===== src/rtl/player_state_tx_if.sv =====
// Dibit stream link from the player-state framer toward the PHY/MAC path.
interface player_state_tx_if;
    logic       axiov;
    logic [1:0] axiod;
    logic       axiready;

    modport master (output axiov, output axiod, input axiready);
    modport slave  (input axiov, input axiod, output axiready);
endinterface


===== src/rtl/player_state_tx.sv =====
// Frames a per-frame snapshot of local player state into a 7-byte packet
// (sync, 5 payload bytes, XOR checksum) and streams it as LSB-first dibits.
//
// state | meaning
// IDLE  | waiting for send_strobe, stream quiet
// SEND  | presenting dibits 0..27 of the frozen packet
// GAP   | inter-frame gap, IFG_CYCLES cycles with axiov low
module player_state_tx #(
    parameter logic [7:0]  SYNC_BYTE  = 8'hA5,
    parameter int unsigned IFG_CYCLES = 4
) (
    input  logic                    clk,
    input  logic                    rst,
    input  logic                    send_strobe,
    input  logic [10:0]             player_x,
    input  logic [10:0]             player_y,
    input  logic [8:0]              player_direction,
    input  logic [2:0]              game_stat,
    input  logic                    rst_flag,
    player_state_tx_if.master       axis,
    output logic                    busy,
    output logic [15:0]             tx_count,
    output logic [7:0]              drop_count
);

    typedef enum logic [1:0] {
        ST_IDLE = 2'd0,
        ST_SEND = 2'd1,
        ST_GAP  = 2'd2
    } state_t;

    localparam logic [7:0] GAP_LOAD  = 8'(IFG_CYCLES - 1);
    localparam logic [4:0] LAST_DIBIT = 5'd27;

    state_t      r_state;
    state_t      w_state_nxt;
    logic [39:0] r_word;
    logic [7:0]  r_chk;
    logic [4:0]  r_idx;
    logic [7:0]  r_gap;
    logic [15:0] r_tx_count;
    logic [7:0]  r_drop_count;

    logic        w_axiov;
    logic        w_busy;
    logic        w_accept;
    logic        w_xfer;
    logic        w_last;
    logic [39:0] w_word_in;
    logic [7:0]  w_chk_in;
    logic [7:0]  w_byte;
    logic [1:0]  w_dibit;

    assign w_word_in = {5'b0, rst_flag, game_stat, player_direction, player_y, player_x};
    assign w_chk_in  = w_word_in[7:0] ^ w_word_in[15:8] ^ w_word_in[23:16]
                     ^ w_word_in[31:24] ^ w_word_in[39:32];

    assign w_accept = (r_state == ST_IDLE) && send_strobe;
    assign w_xfer   = (r_state == ST_SEND) && axis.axiready;
    assign w_last   = w_xfer && (r_idx == LAST_DIBIT);

    always_ff @(posedge clk or posedge rst) begin
        if (rst) begin
            r_state <= ST_IDLE;
        end else begin
            r_state <= w_state_nxt;
        end
    end

    always_comb begin
        w_state_nxt = r_state;
        w_axiov     = 1'b0;
        w_busy      = 1'b0;
        case (r_state)
            ST_IDLE: begin
                if (send_strobe) begin
                    w_state_nxt = ST_SEND;
                end
            end
            ST_SEND: begin
                w_axiov = 1'b1;
                w_busy  = 1'b1;
                if (w_last) begin
                    w_state_nxt = ST_GAP;
                end
            end
            ST_GAP: begin
                w_busy = 1'b1;
                if (r_gap == 8'd0) begin
                    w_state_nxt = ST_IDLE;
                end
            end
            default: begin
                w_state_nxt = ST_IDLE;
            end
        endcase
    end

    always_ff @(posedge clk or posedge rst) begin
        if (rst) begin
            r_word       <= '0;
            r_chk        <= '0;
            r_idx        <= '0;
            r_gap        <= '0;
            r_tx_count   <= '0;
            r_drop_count <= '0;
        end else begin
            if (w_accept) begin
                r_word <= w_word_in;
                r_chk  <= w_chk_in;
                r_idx  <= '0;
            end else if (w_xfer) begin
                r_idx <= r_idx + 5'd1;
            end

            if (w_last) begin
                r_tx_count <= r_tx_count + 16'd1;
                r_gap      <= GAP_LOAD;
            end else if ((r_state == ST_GAP) && (r_gap != 8'd0)) begin
                r_gap <= r_gap - 8'd1;
            end

            // Any strobe outside IDLE is lost, including the one on the final transfer.
            if (send_strobe && (r_state != ST_IDLE) && (r_drop_count != 8'hFF)) begin
                r_drop_count <= r_drop_count + 8'd1;
            end
        end
    end

    always_comb begin
        w_byte = SYNC_BYTE;
        case (r_idx[4:2])
            3'd0:    w_byte = SYNC_BYTE;
            3'd1:    w_byte = r_word[7:0];
            3'd2:    w_byte = r_word[15:8];
            3'd3:    w_byte = r_word[23:16];
            3'd4:    w_byte = r_word[31:24];
            3'd5:    w_byte = r_word[39:32];
            3'd6:    w_byte = r_chk;
            default: w_byte = SYNC_BYTE;
        endcase
    end

    always_comb begin
        w_dibit = 2'b00;
        case (r_idx[1:0])
            2'd0:    w_dibit = w_byte[1:0];
            2'd1:    w_dibit = w_byte[3:2];
            2'd2:    w_dibit = w_byte[5:4];
            default: w_dibit = w_byte[7:6];
        endcase
    end

    assign axis.axiov = w_axiov;
    assign axis.axiod = w_axiov ? w_dibit : 2'b00;
    assign busy       = w_busy;
    assign tx_count   = r_tx_count;
    assign drop_count = r_drop_count;

endmodule


===== src/flat_wrapper.sv =====
// flat-port wrapper written by rule: the top's interface ports become plain ports
module player_state_tx_flat 
#(
    parameter logic [7:0]  SYNC_BYTE  = 8'hA5,
    parameter int unsigned IFG_CYCLES = 4
)
  (clk, rst, send_strobe, player_x, player_y, player_direction, game_stat, rst_flag, busy, tx_count, drop_count, axis_axiov, axis_axiod, axis_axiready);
  player_state_tx_if axis_i ();
  input  logic clk;
  input  logic rst;
  input  logic send_strobe;
  input  logic [10:0] player_x;
  input  logic [10:0] player_y;
  input  logic [8:0] player_direction;
  input  logic [2:0] game_stat;
  input  logic rst_flag;
  output logic busy;
  output logic [15:0] tx_count;
  output logic [7:0] drop_count;
  output wire logic [$bits(axis_i.axiov)-1:0] axis_axiov;
  output wire logic [$bits(axis_i.axiod)-1:0] axis_axiod;
  input wire logic [$bits(axis_i.axiready)-1:0] axis_axiready;
  assign axis_axiov = axis_i.axiov;
  assign axis_axiod = axis_i.axiod;
  assign axis_i.axiready = axis_axiready;
  player_state_tx #(.SYNC_BYTE(SYNC_BYTE), .IFG_CYCLES(IFG_CYCLES)) u_core (.clk(clk), .rst(rst), .send_strobe(send_strobe), .player_x(player_x), .player_y(player_y), .player_direction(player_direction), .game_stat(game_stat), .rst_flag(rst_flag), .axis(axis_i), .busy(busy), .tx_count(tx_count), .drop_count(drop_count));
endmodule

===== config.mk =====
export PLATFORM = sky130hd
export DESIGN_NAME = player_state_tx_flat
export DESIGN_NICKNAME = d
export VERILOG_FILES = /design/src/rtl/player_state_tx_if.sv /design/src/rtl/player_state_tx.sv /design/src/flat_wrapper.sv
export SDC_FILE = /design/constraint.sdc
export NUM_CORES = 1
export LEC_CHECK = 0
export BUFFER_PORTS_ARGS = -buffer_cell sky130_fd_sc_hd__buf_2
export CELL_PAD_IN_SITES_DETAIL_PLACEMENT = 1
export CELL_PAD_IN_SITES_GLOBAL_PLACEMENT = 1
export CORE_MARGIN = 1.5
export CORE_UTILIZATION = 39
export DETAILED_ROUTE_END_ITERATION = 8
export GPL_ROUTABILITY_DRIVEN = 1
export GPL_TIMING_DRIVEN = 0
export PLACE_DENSITY_LB_ADDON = 0.1
export SYNTH_ARGS = -nofsm -noshare
export SYNTH_HDL_FRONTEND = slang
export SYNTH_SLANG_ARGS = --single-unit
export TNS_END_PERCENT = 50

===== constraint.sdc =====
create_clock -name clk -period 2.4 [get_ports clk]
set_input_delay 0.36 -clock clk [delete_from_list [all_inputs] [get_ports clk]]
set_output_delay 0.36 -clock clk [all_outputs]
set_load 0.02 [all_outputs]

==> flow_summary.ini <==
[outcome]
status = finished, violations left
failed_checks = setup timing

[route]
post_drt_wl_per_cell_um = 18.1
dr_total_vias = 3572
drt_first_pass_iters = 4
ant_nets = 0
vias_per_cell = 5.16
drt-initial-drc-count = 155
drc = 0
drt_wl_total_mm = 12.5

[synth]
synthCells = 454
synth.top_cells.by_area = dfrtp_1 (48%), nand2_1 (12%), xnor2_1 (9.9%), ha_1 (3.2%), o21ai_0 (2.2%)
syn_nets = 504
synth_edf_count = 0
synth.most_common_cell = nand2_1
ys_seq_area_frac = 0.482
yosysUniqueCellTypes = 53
ys_warn_count = 0
synthFlopType = dfrtp_1
syn_area_per_cell_um2 = 9.38
ys_async_sr_fraction = 1.00
synth_commonest_cells = nand2_1 (132), dfrtp_1 (82), xnor2_1 (48)
synth-seq-cells = 82
synth_top_cell_by_area = dfrtp_1
syn_area_um2 = 4260
synth_top_area_share = 0.482

[timing]
min_period_over_period = 1.05
setup_violations = 2
clock_skew_ns = 0.0159
rsz0062_at_grt = true
min_period_ns = 2.53
report.final.slew_viol_count = 0
setup_ws_ns = -0.127
tightest_slew_ns = 0.691
slew_headroom = 0.539
clock.fmax_ghz = 0.396
hold_viol = 0

[floorplan]
pin_count = 67
rows = 37
die-area_um2 = 11600
die-width_um = 107
start_util = 0.407
die_h_um = 107
core_um2 = 10500

[final_layout]
regArea_um2 = 2050
final_cells = 692
fillers = 1254
syn_to_final_growth_pct = 27.4
final_nets = 601
antennaDiodeCount = 0
multi_input_area_um2 = 2140
drive_above_1_share = 0.255
final_cell_area_um2 = 5430

[clock_network]
clock_path_buffers = 2
clock-sinks = 82
ctsHtreeMaxLevel = 3
clk_latency_ns = 0.39
cts_buffers = 9
cts_root_buf = clkbuf_8
cts_tree = built
clk_pin_slew_worst_paths_ns = 0.10

[flow_run]
cap_violations = 0

[hold_path]
hp-class = in -> reg

[grt]
groute.usage.overall = 0.233
grt_pass1_wl_mm = 20.3
grt_antenna_before_repair = 0
gr-total-overflow = 0
grt_max_degree = 38
grt_pass1_vias = 3973

[pwr]
peakVddDrop_v = 0.000437
p_leak_uw = 0.00259
power_density_nw_per_um2 = 940

[critical_path]
start_kind = flop
required_ns = 2.04
crit_fanout = 6
cp-end-kind = output pin
worstSetupPathType = reg -> out
crit_arrival_ns = 2.17

[placed_design]
dpl-instance-area_um2 = 4800
dp.cells = 658
place_congestion = 0.881
hpwl_mm = 8.14
pre_cts_ws_ns = -0.138
numPortBuffers = 66
-- stage by stage --
step	util	total power, uW	hold slack [ns]	setup TNS, ns
CTS	0.510	5010	0.197	-0.0742
global placement	0.455	3500	0.454	-0.175
floorplan	-	3030	0.437	0
finish	0.519	5100	0.182	-0.251
detailed placement	0.459	3570	0.393	-0.163
global route	0.519	5430	0.193	-0.396
-- power by group --
part / switching, uW / internal, uW / total, uW
Sequential: 287 / 1810 / 2100
Combinational: 979 / 624 / 1600
Clock: 568 / 828 / 1400
-- registers in the layout, indices dropped and copies added, names as in the netlist --
name and cells:
u_core.drop_count 8, u_core.r_chk 8, u_core.r_gap 8, u_core.r_idx 5, u_core.r_state 2, u_core.r_word 35, u_core.tx_count 16
-- cell families after synthesis --
kind of cell | share of synthesized area
AO/OA/AOI/OAI | 0.0858
XOR/XNOR | 0.119
adder cells (fa/ha/maj) | 0.0323
buffers and inverters | 0.0376
flip-flops | 0.482
multiplexers | 0.0276
AND/OR/NAND/NOR | 0.215
-- final cells by class --
type | count | area share
repair buffers | 86 | 0.0973
multi-input cells | 337 | 0.394
inverters | 14 | 0.0104
clock inverters | 6 | 0.0254
well taps | 136 | 0.0314
plain buffers | 21 | 0.0376
flip-flops and latches | 82 | 0.378
clock buffers | 10 | 0.0254
-- path summary, 6_finish.rpt --
check | start | endpoint | slack, ns | depth (start not counted)
setup reg to reg | u_core.r_idx[1] | u_core.tx_count[15] | 0.12 | 7
min in group asynchronous | rst | u_core.r_gap[3] | 0.54 | 3
max in group asynchronous | rst | u_core.r_idx[0] | 1.34 | 4
hold reg to reg | u_core.r_word[10] | u_core.r_word[10] | 0.48 | 2
setup / recovery | u_core.r_idx[3] | axis_axiod[0] | -0.13 | 8
hold / removal | player_y[0] | u_core.r_word[11] | 0.18 | 3
-- metal layers --
layer  part of all wire  GRT usage
met1               0.42      0.279
met5                  0          0
met4              0.026     0.0959
met3              0.043     0.0430
met2               0.51      0.410
-- worst max-delay path, stage by stage, from the launching register on --
cell	delay (ns)
dfrtp_1	0.37
buf_6	0.16
buf_4	0.14
mux2i_1	0.21
o21ai_0	0.12
a211o_1	0.30
a21oi_2	0.18
a31oi_2	0.12
buf_4	0.18
-- repair_timing --
item	in CTS	in global routing
pin swaps	6	12
hold endpoints to repair	15	0
gates cloned	4	0
resized for setup	30	19
hold buffers	1	0
setup endpoints to repair	2	2
buffers inserted	11	2
-- placed cells by master (no fill, tap or decap), types with 4 or more instances in the layout --
cell type / netlist / final
a21oi_1: 10 / 9
buf_2: 2 / 66
buf_4: 3 / 15
buf_6: 2 / 7
bufinv_16: 0 / 4
clkbuf_1: 13 / 10
clkbuf_8: 0 / 12
dfrtp_1: 82 / 81
ha_1: 11 / 11
inv_1: 14 / 13
mux2_2: 6 / 5
mux2i_1: 5 / 4
nand2_1: 132 / 130
nand3_1: 9 / 8
nand4_1: 9 / 9
nor2_1: 20 / 20
nor3_1: 4 / 4
o21ai_0: 19 / 17
xnor2_1: 48 / 48
xor2_1: 10 / 10
Power figures use the tool's default switching activity.
